[config.mk]
export PLATFORM = sky130hd
export DESIGN_NAME = ysyx_22040759_exec_ctrl
export DESIGN_NICKNAME = d
export VERILOG_FILES = /design/src/rtl/ysyx_22040759_exec_ctrl_pkg.sv /design/src/rtl/ysyx_22040759_instret_cnt.sv /design/src/rtl/ysyx_22040759_exec_ctrl.sv
export SDC_FILE = /design/constraint.sdc
export NUM_CORES = 1
export LEC_CHECK = 0
export ABC_CLOCK_PERIOD_IN_PS = 7300
export CORE_ASPECT_RATIO = 0.8
export CORE_MARGIN = 1
export CORE_UTILIZATION = 40
export DETAILED_ROUTE_END_ITERATION = 8
export PLACE_DENSITY = 0.66
export SLEW_MARGIN = 10
export SYNTH_ARGS = -nofsm -noshare
export SYNTH_HDL_FRONTEND = slang
export SYNTH_SLANG_ARGS = --single-unit
[constraint.sdc]
create_clock -name clk -period 7.3 [get_ports clk]
set_clock_uncertainty 0.05 [all_clocks]
set_input_delay 1.095 -clock clk [delete_from_list [all_inputs] [get_ports clk]]
set_output_delay 1.095 -clock clk [all_outputs]
set_load 0.02 [all_outputs]
[src/rtl/ysyx_22040759_exec_ctrl_pkg.sv]
// Shared definitions for the NPC multi-cycle execution sequencer:
// state encodings, special instruction words and the default reset PC.
package ysyx_22040759_exec_ctrl_pkg;

  typedef enum logic [2:0] {
    ST_IDLE    = 3'd0,
    ST_IF_REQ  = 3'd1,
    ST_IF_WAIT = 3'd2,
    ST_EX      = 3'd3,
    ST_MEM     = 3'd4,
    ST_WB      = 3'd5,
    ST_HALT    = 3'd6
  } state_e;

  localparam logic [31:0] EBREAK_INST      = 32'h0010_0073;
  localparam logic [31:0] NOP_INST         = 32'h0000_0013;
  localparam logic [63:0] DEFAULT_RESET_PC = 64'h8000_0000;

  // jalr clears bit 0 of the computed target; jal targets are already even
  function automatic logic [63:0] jump_target(input logic [63:0] res);
    return res & ~64'd1;
  endfunction

endpackage

[src/rtl/ysyx_22040759_instret_cnt.sv]
// 64-bit retired-instruction counter, wraps at 2^64.
module ysyx_22040759_instret_cnt (
  input  logic        clk,
  input  logic        rst_n,
  input  logic        inc,
  output logic [63:0] count
);

  always_ff @(posedge clk or negedge rst_n) begin
    if (!rst_n)
      count <= '0;
    else if (inc)
      count <= count + 64'd1;
  end

endmodule

[src/rtl/ysyx_22040759_exec_ctrl.sv]
// Multi-cycle FETCH/EXECUTE/MEMORY/WRITEBACK sequencer owning PC and IR.
// Define YSYX_22040759_INSTRET_EN to build the retired-instruction counter.
module ysyx_22040759_exec_ctrl
  import ysyx_22040759_exec_ctrl_pkg::*;
#(
  parameter logic [63:0] RESET_PC = DEFAULT_RESET_PC
) (
  input  logic        clk,
  input  logic        rst_n,
  output logic        ifu_req_valid,
  input  logic        ifu_req_ready,
  input  logic        ifu_rsp_valid,
  input  logic [31:0] ifu_rsp_inst,
  output logic [31:0] inst_o,
  output logic [63:0] pc_o,
  input  logic        dec_pc_sel,
  input  logic        dec_reg_wen,
  input  logic        dec_mem_wen,
  input  logic        dec_illegal,
  input  logic [63:0] alu_res,
  output logic        lsu_req_valid,
  input  logic        lsu_req_ready,
  input  logic        lsu_done,
  output logic        rf_wen,
  output logic        halt_o,
  output logic        halt_cause,
  output logic [63:0] instret_o
);

  state_e      state;
  state_e      state_nxt;
  logic [63:0] npc;
  logic        lsu_acc;
  logic        reg_wen_q;
  logic        is_ebreak;

  assign is_ebreak = (inst_o == EBREAK_INST);

  always_ff @(posedge clk or negedge rst_n) begin
    if (!rst_n)
      state <= ST_IDLE;
    else
      state <= state_nxt;
  end

  always_comb begin
    state_nxt = state;
    case (state)
      ST_IDLE:    state_nxt = ST_IF_REQ;
      ST_IF_REQ:  if (ifu_req_ready) state_nxt = ST_IF_WAIT;
      ST_IF_WAIT: if (ifu_rsp_valid) state_nxt = ST_EX;
      ST_EX: begin
        if (is_ebreak || dec_illegal) state_nxt = ST_HALT;
        else if (dec_mem_wen)         state_nxt = ST_MEM;
        else                          state_nxt = ST_WB;
      end
      // completion may arrive together with acceptance
      ST_MEM:     if ((lsu_acc || lsu_req_ready) && lsu_done) state_nxt = ST_WB;
      ST_WB:      state_nxt = ST_IF_REQ;
      ST_HALT:    state_nxt = ST_HALT;
      default:    state_nxt = ST_IDLE;
    endcase
  end

  // Strobes come only from registered state so no input reaches an output.
  always_comb begin
    ifu_req_valid = (state == ST_IF_REQ);
    lsu_req_valid = (state == ST_MEM) && !lsu_acc;
    rf_wen        = (state == ST_WB) && reg_wen_q;
    halt_o        = (state == ST_HALT);
  end

  always_ff @(posedge clk or negedge rst_n) begin
    if (!rst_n) begin
      pc_o       <= RESET_PC;
      inst_o     <= NOP_INST;
      npc        <= RESET_PC;
      lsu_acc    <= 1'b0;
      reg_wen_q  <= 1'b0;
      halt_cause <= 1'b0;
    end else begin
      case (state)
        ST_IF_WAIT: if (ifu_rsp_valid) inst_o <= ifu_rsp_inst;
        ST_EX: begin
          lsu_acc <= 1'b0;
          if (is_ebreak) begin
            halt_cause <= 1'b0;
          end else if (dec_illegal) begin
            halt_cause <= 1'b1;
          end else begin
            npc       <= dec_pc_sel ? jump_target(alu_res) : pc_o + 64'd4;
            reg_wen_q <= dec_reg_wen;
          end
        end
        ST_MEM:     if (lsu_req_ready && !lsu_acc) lsu_acc <= 1'b1;
        ST_WB:      pc_o <= npc;
        default:    ;
      endcase
    end
  end

`ifdef YSYX_22040759_INSTRET_EN
  logic retire;
  assign retire = (state == ST_WB);

  ysyx_22040759_instret_cnt u_instret_cnt (
    .clk   (clk),
    .rst_n (rst_n),
    .inc   (retire),
    .count (instret_o)
  );
`else
  assign instret_o = '0;
`endif

endmodule

==> metrics, run 1 <==
outcome finished, final reports clean; r2r endpoint npc[50]; Reg area 4160 µm²; Setup Buffers After CTS 0; max incr delay on CP 0.74 ns; Final nets 1155; Worst setup SP type register; clk slew on worst S/H paths 0.07 ns; post_cts resized 0; Layout fillers 1912; Root Driver clkbuf_16; cell with the most instances after synthesis dfrtp_1; Sw Share 37.6%; ranking of synthesized cells by area dfrtp_1 46%, mux2_2 12%, buf_4 5.5%; total detailed-routing wirelength 23.6 mm; Initial Utilization 41.5%; Synth Instances 864; number of library cell types mapped by synthesis 55; final core occ 54.2%; initial antenna violation count 0; critical path fanouts, max 65; cell area after layout 11400 µm²; Inst Count DP 1298; vias in the first global route 6915; min setup slack post-route 3.54 ns; r2r setup slk 3.99 ns; CTS buffer count 17; Crit Reg-Reg Startpoint pc_o[2]; EDFF count, synth 0; hold-fix buffers at CTS 0; Post-DP HPWL 15.8 mm; Hold Path End npc[57]; clk sinks 166; Fin Hold WS 0.424 ns; worst-path cell chain inv_1 > nand3_4 > buf_4 > nor2_1 > clkdlybuf4s50_1; leading area contributor after synthesis dfrtp_1; Yosys reg bits 166; Final setup viols 0; Final Critical Period 3.76 ns; Hold Vio Cnt, Final 0; TritonCTS clock tree yes; DRC violations left 0; gpl congestion 0.781; Final period util 51.5%; CP Capture Type primary output; TritonRoute pass-1 iters 5; Gate power share 39.6%; via count 7018; placed cell area 10800 µm²; initial DRC count 444; Worst EP arrival 2.61 ns; H-tree lvl count 4; RSZ-0062 raised after global routing no; Area Growth Syn to Fin 30.7%; Peak VDD IR 0.206 mV; Final Max Tran Viols 0; hold depth 2; register area share after synthesis 47.7%; Worst Hold Launch npc[57]; # IOs 271; total power 4.60 mW; Fmax achieved 0.266 GHz; worst r2r path cells 7; Antenna Violating Nets Remaining 0; ys flop type dfrtp_1; dpl ws 3.92 ns; GRT overflow 0; Slew @ Worst Pin 1.20 ns; non-filler cells, final 1330; Critical-path top delay cell buf_4; asr flop ratio synth 100%; area of the multi-input gates 4130 µm²; die width 167 µm; Via density 5.28; syn_area_per_cell 10.1 µm²; headroom to the max-slew limit 19.6%; top cells by count, synth 161 x dfrtp_1, 98 x nand2_1, 96 x mux2_2, 70 x o21ai_0, 64 x buf_4; Power Density 403 nW/µm²; Ant. Diodes 0; Die ar. 22400 µm²; Required @ worst endpoint 6.15 ns; P_sw 1.73 mW; P_leak 4.77 nW; setup TNS after final layout 0 ns; Flop pwr share 39.6%; first-pass GRT wire length 38.1 mm; die height 134 µm; worst skew pair latency 0.43 ns; largest net degree at the start of global routing 87; area of the core 21100 µm²; layout cells sized above 1 15.3%; CP startpoint state[1]; Max Root-Sink Buffers 2; total track usage 21.8%; Synth top area share 46.2%; Int Pwr 2.87 mW; MaxCap Viol Count 0; mapped cell area 8730 µm²; critical path class register to primary output; HP Class register to register; Critical path buffers and inverters 3; DR WL/cell 17.8 µm; Syn. warnings 0; PortBufs 205; placement row count 47; Clock Power Share 20.7%; CP delay by family, top buffers and inverters
[sequential cells by signal, indices dropped and copies added, names as in the netlist]
| register | count |
|---|---|
| pc_o | 64 |
| inst_o | 32 |
| state | 3 |
| halt_cause | 1 |
| lsu_acc | 1 |
| reg_wen_q | 1 |
| npc | 64 |
[worst max-delay path by stage]
stage                   end  cells after the start
floorplan            rf_wen                      6
global placement     rf_wen                      5
detailed placement  npc[50]                      7
CTS                  rf_wen                      5
global route         rf_wen                      5
finish               rf_wen                      5
[tightest hold or removal path: stages, from the launching register on]
cell and delay [ns]:
dfrtp_1 0.34, nand2_1 0.05, nand3_1 0.06
[kinds of logic (layout without fill, tap and decap cells)]
family	after synthesis	after routing	synth area share [%]
AND/OR/NAND/NOR	290	290	17.1
flip-flops	166	166	47.7
AO/OA/AOI/OAI	136	136	9.32
buffers and inverters	124	258	8.23
multiplexers	104	104	13.3
XOR/XNOR	42	42	4.21
adder cells (fa/ha/maj)	1	1	0.143
other	1	64	0.0430
[cell usage in the layout (no fill, tap or decap), types with 11 or more instances in the layout]
| master | instances |
|---|---|
| clkdlybuf4s50_1 | 203 |
| dfrtp_1 | 161 |
| nand2_1 | 98 |
| mux2_2 | 96 |
| o21ai_0 | 69 |
| conb_1 | 64 |
| nand3_1 | 47 |
| nor2_1 | 39 |
| xor2_1 | 24 |
| nand4_1 | 24 |
| a21oi_1 | 21 |
| xnor2_1 | 18 |
| clkbuf_16 | 17 |
| o211ai_1 | 14 |
| nor3_1 | 12 |
| inv_1 | 11 |
| nor4_1 | 11 |
[power groups by stage]
stage          logic [mW]  registers, mW  clock network [mW]
3_5_place_dp         1.83           1.83                   0
3_3_place_gp         1.80           1.81                   0
6_report             1.82           1.82               0.954
2_1_floorplan       0.814           2.00                   0
4_1_cts              1.84           1.82               0.976
5_1_grt              1.97           1.90                1.01
[routing by layer]
| layer | vias up | track usage, % | wire (µm) |
|---|---|---|---|
| li1 | 3316 | - | - |
| met3 | 14 | 5.46 | 1460 |
| met5 | - | 0 | 0 |
| met1 | 3467 | 30.6 | 11200 |
| met4 | 0 | 5.66 | 201 |
| met2 | 221 | 33.4 | 10800 |
[layout make-up]
cell class,instances,area share (%)
Clock inverter,12,1.45
Clock buffer,20,4.00
Multi-Input combinational cell,637,36.2
Timing Repair Buffer,215,18.6
Inverter,11,0.362
Sequential cell,166,36.5
Tap cell,269,2.95
(Power assumes the default switching activity.)
==> run 2, diff against run 1 <==
--- a/config.mk
+++ b/config.mk
@@ -5,7 +5,7 @@
 export SDC_FILE = /design/constraint.sdc
 export NUM_CORES = 1
 export LEC_CHECK = 0
-export ABC_CLOCK_PERIOD_IN_PS = 7300
+export ABC_CLOCK_PERIOD_IN_PS = 3500
 export CORE_ASPECT_RATIO = 0.8
 export CORE_MARGIN = 1
 export CORE_UTILIZATION = 40
==> constraint.sdc (replaced) <==
create_clock -name clk -period 3.5 [get_ports clk]
set_clock_uncertainty 0.05 [all_clocks]
set_input_delay 0.525 -clock clk [delete_from_list [all_inputs] [get_ports clk]]
set_output_delay 0.525 -clock clk [all_outputs]
set_load 0.02 [all_outputs]
==> run 2 against run 1 <==
  * Count of clock-buffer cells in the layout decreased by 1
  * Combinational power increased by 110%
  * Worst hold slack got worse by 0.40 ns
  * Final area increased by 0.58%
  * Utilization increased by 0.31 points
  * Routed wire length increased by 0.66%
  * Sequential cell count unchanged
  * Non-clock buffer count increased by 8
  * First-iteration DRC count increased by 2.9%
  * Worst setup slack got worse by 3.0 ns
  * Clock power increased by 110%
  * Via count increased by 1.0%
==> metrics, run 2 (same netlist as run 1, synthesis figures left out) <==
min setup slack post-route 0.581 ns (was 3.54 ns); Flop pwr share 39.6% (about the same); Setup Buffers After CTS 0 (unchanged); Peak VDD IR 0.457 mV (was 0.206 mV); Crit Reg-Reg Startpoint pc_o[2] (unchanged); P_sw 3.63 mW (was 1.73 mW); commonest non-fill, non-tap cells in the layout 203 x clkdlybuf4s50_1, 161 x dfrtp_1, 98 x nand2_1 (unchanged); Final nets 1163 (was 1155); Final period util 83.4%; placement row count 47 (unchanged); headroom to the max-slew limit 40.2% (was 19.6%); Post-DP HPWL 16.5 mm (was 15.8 mm); Area Growth Syn to Fin 31.5% (was 30.7%); RSZ-0062 raised after global routing no (unchanged); Max Root-Sink Buffers 2 (unchanged); initial antenna violation count 0 (unchanged); first-pass GRT wire length 38.2 mm (was 38.1 mm); MaxCap Viol Count 0 (unchanged); vias in the first global route 6817 (was 6915); Final setup viols 0 (unchanged); clk slew on worst S/H paths 0.07 ns (about the same); post_cts resized 0 (unchanged); Required @ worst endpoint 2.92 ns (was 6.15 ns); GRT overflow 0 (unchanged); CTS buffer count 17 (unchanged); area of the core 21100 µm² (unchanged); setup TNS after final layout 0 ns (unchanged); DRC violations left 0 (unchanged); worst r2r path cells 7 (unchanged); DR WL/cell 17.8 µm (about the same); Root Driver clkbuf_16 (unchanged); most common cell after layout, fill and taps aside clkdlybuf4s50_1 (unchanged); Layout fillers 1893 (was 1912); Hold Vio Cnt, Final 0 (unchanged); CP startpoint state[1] (unchanged); r2r setup slk 0.82 ns (was 3.99 ns); Reg area 4160 µm² (unchanged); die height 134 µm (unchanged); Sw Share 37.8% (was 37.6%); Worst setup SP type register (unchanged); worst skew pair latency 0.42 ns (was 0.43 ns); total track usage 21.8% (about the same); gpl congestion 0.791 (was 0.781); layout cells sized above 1 15.8% (was 15.3%); PortBufs 205 (unchanged); clk sinks 166 (unchanged); initial DRC count 457 (was 444); biggest regs npc x64, pc_o x64, inst_o x32 (unchanged); via count 7091 (was 7018); dpl ws 0.843 ns (was 3.92 ns); HP Class primary input to asynchronous set/reset pin (was register to register); Final Critical Period 2.92 ns; Initial Utilization 41.5% (unchanged); Antenna Violating Nets Remaining 0 (unchanged); Die ar. 22400 µm² (unchanged); CP Capture Type primary output (unchanged); P_leak 4.81 nW (was 4.77 nW); TritonCTS clock tree yes (unchanged); TritonRoute pass-1 iters 5 (unchanged); largest net degree at the start of global routing 76 (was 87); Clock Power Share 20.4% (was 20.7%); Via density 5.30 (was 5.28); die width 167 µm (unchanged); critical path class register to primary output (unchanged); Gate power share 40.0% (was 39.6%); hold-fix buffers at CTS 0 (unchanged); Final Max Tran Viols 0 (unchanged); Slew @ Worst Pin 0.895 ns (was 1.20 ns); H-tree lvl count 4 (unchanged); Int Pwr 5.97 mW (was 2.87 mW); critical path fanouts, max 27 (was 65); total detailed-routing wirelength 23.8 mm (was 23.6 mm); Fmax achieved 0.343 GHz; area of the multi-input gates 4130 µm² (unchanged); # IOs 271 (unchanged); Ant. Diodes 0 (unchanged); outcome finished, final reports clean (unchanged); Power Density 837 nW/µm² (was 403 nW/µm²); Worst EP arrival 2.34 ns (was 2.61 ns)
-- run 2: cell types whose count changed in the layout (fill, tap and decap cells not counted), sizes merged --
cell	previous run	this run
clkinv	2	3
clkbuf	20	19
buf	12	20
-- run 2: routing by layer --
metal	wire length, µm	vias up	global-route usage (%)
met4	249	0	5.05
met3	1750	19	5.81
met5	0	-	0
met2	10600	237	32.9
li1	-	3334	-
met1	11200	3501	31.3
-- run 2: final timing paths --
check	to
worst max register to register	npc[62]
worst min register to register	npc[57]
worst max-delay path	rf_wen
max in group asynchronous	pc_o[31]
worst min-delay path	pc_o[54]
min in group clk	npc[57]
-- run 2: power groups by stage --
stage	clock network (mW)	registers, mW	logic [mW]
3_5_place_dp	0	3.81	3.85
6_report	1.96	3.80	3.84
4_1_cts	2.00	3.79	3.87
5_1_grt	2.08	3.96	4.16
3_3_place_gp	0	3.77	3.80
2_1_floorplan	0	4.18	1.70
-- run 2: worst max-delay path, cell delays in order (launching register included) --
cell             delay, ns
dfrtp_1               0.48
inv_1                 0.21
nand3_4               0.39
nor2_1                0.21
clkdlybuf4s50_1       0.63
-- run 2: metrics by stage --
stage | area (µm²) | util [%] | std cells | hold WS, ns | power [mW]
after CTS | 11500 | 54.5 | 1338 | 0.0471 | 9.66
final | 11500 | 54.5 | 1338 | 0.0255 | 9.61
after global routing | 11500 | 54.5 | 1338 | 0.0600 | 10.2
after global placement | 10900 | 51.7 | 1306 | 0.408 | 7.58
after floorplan | 8960 | - | 927 | 0.179 | 5.87
after detailed placement | 10900 | 51.7 | 1306 | 0.414 | 7.66
-- run 2: cell type report --
type,count,share of cell area (%)
Clock inverter,13,1.48
Timing Repair Buffer,223,19.2
Sequential cell,166,36.2
Multi-Input combinational cell,637,36.0
Tap cell,269,2.93
Inverter,11,0.360
Clock buffer,19,3.77
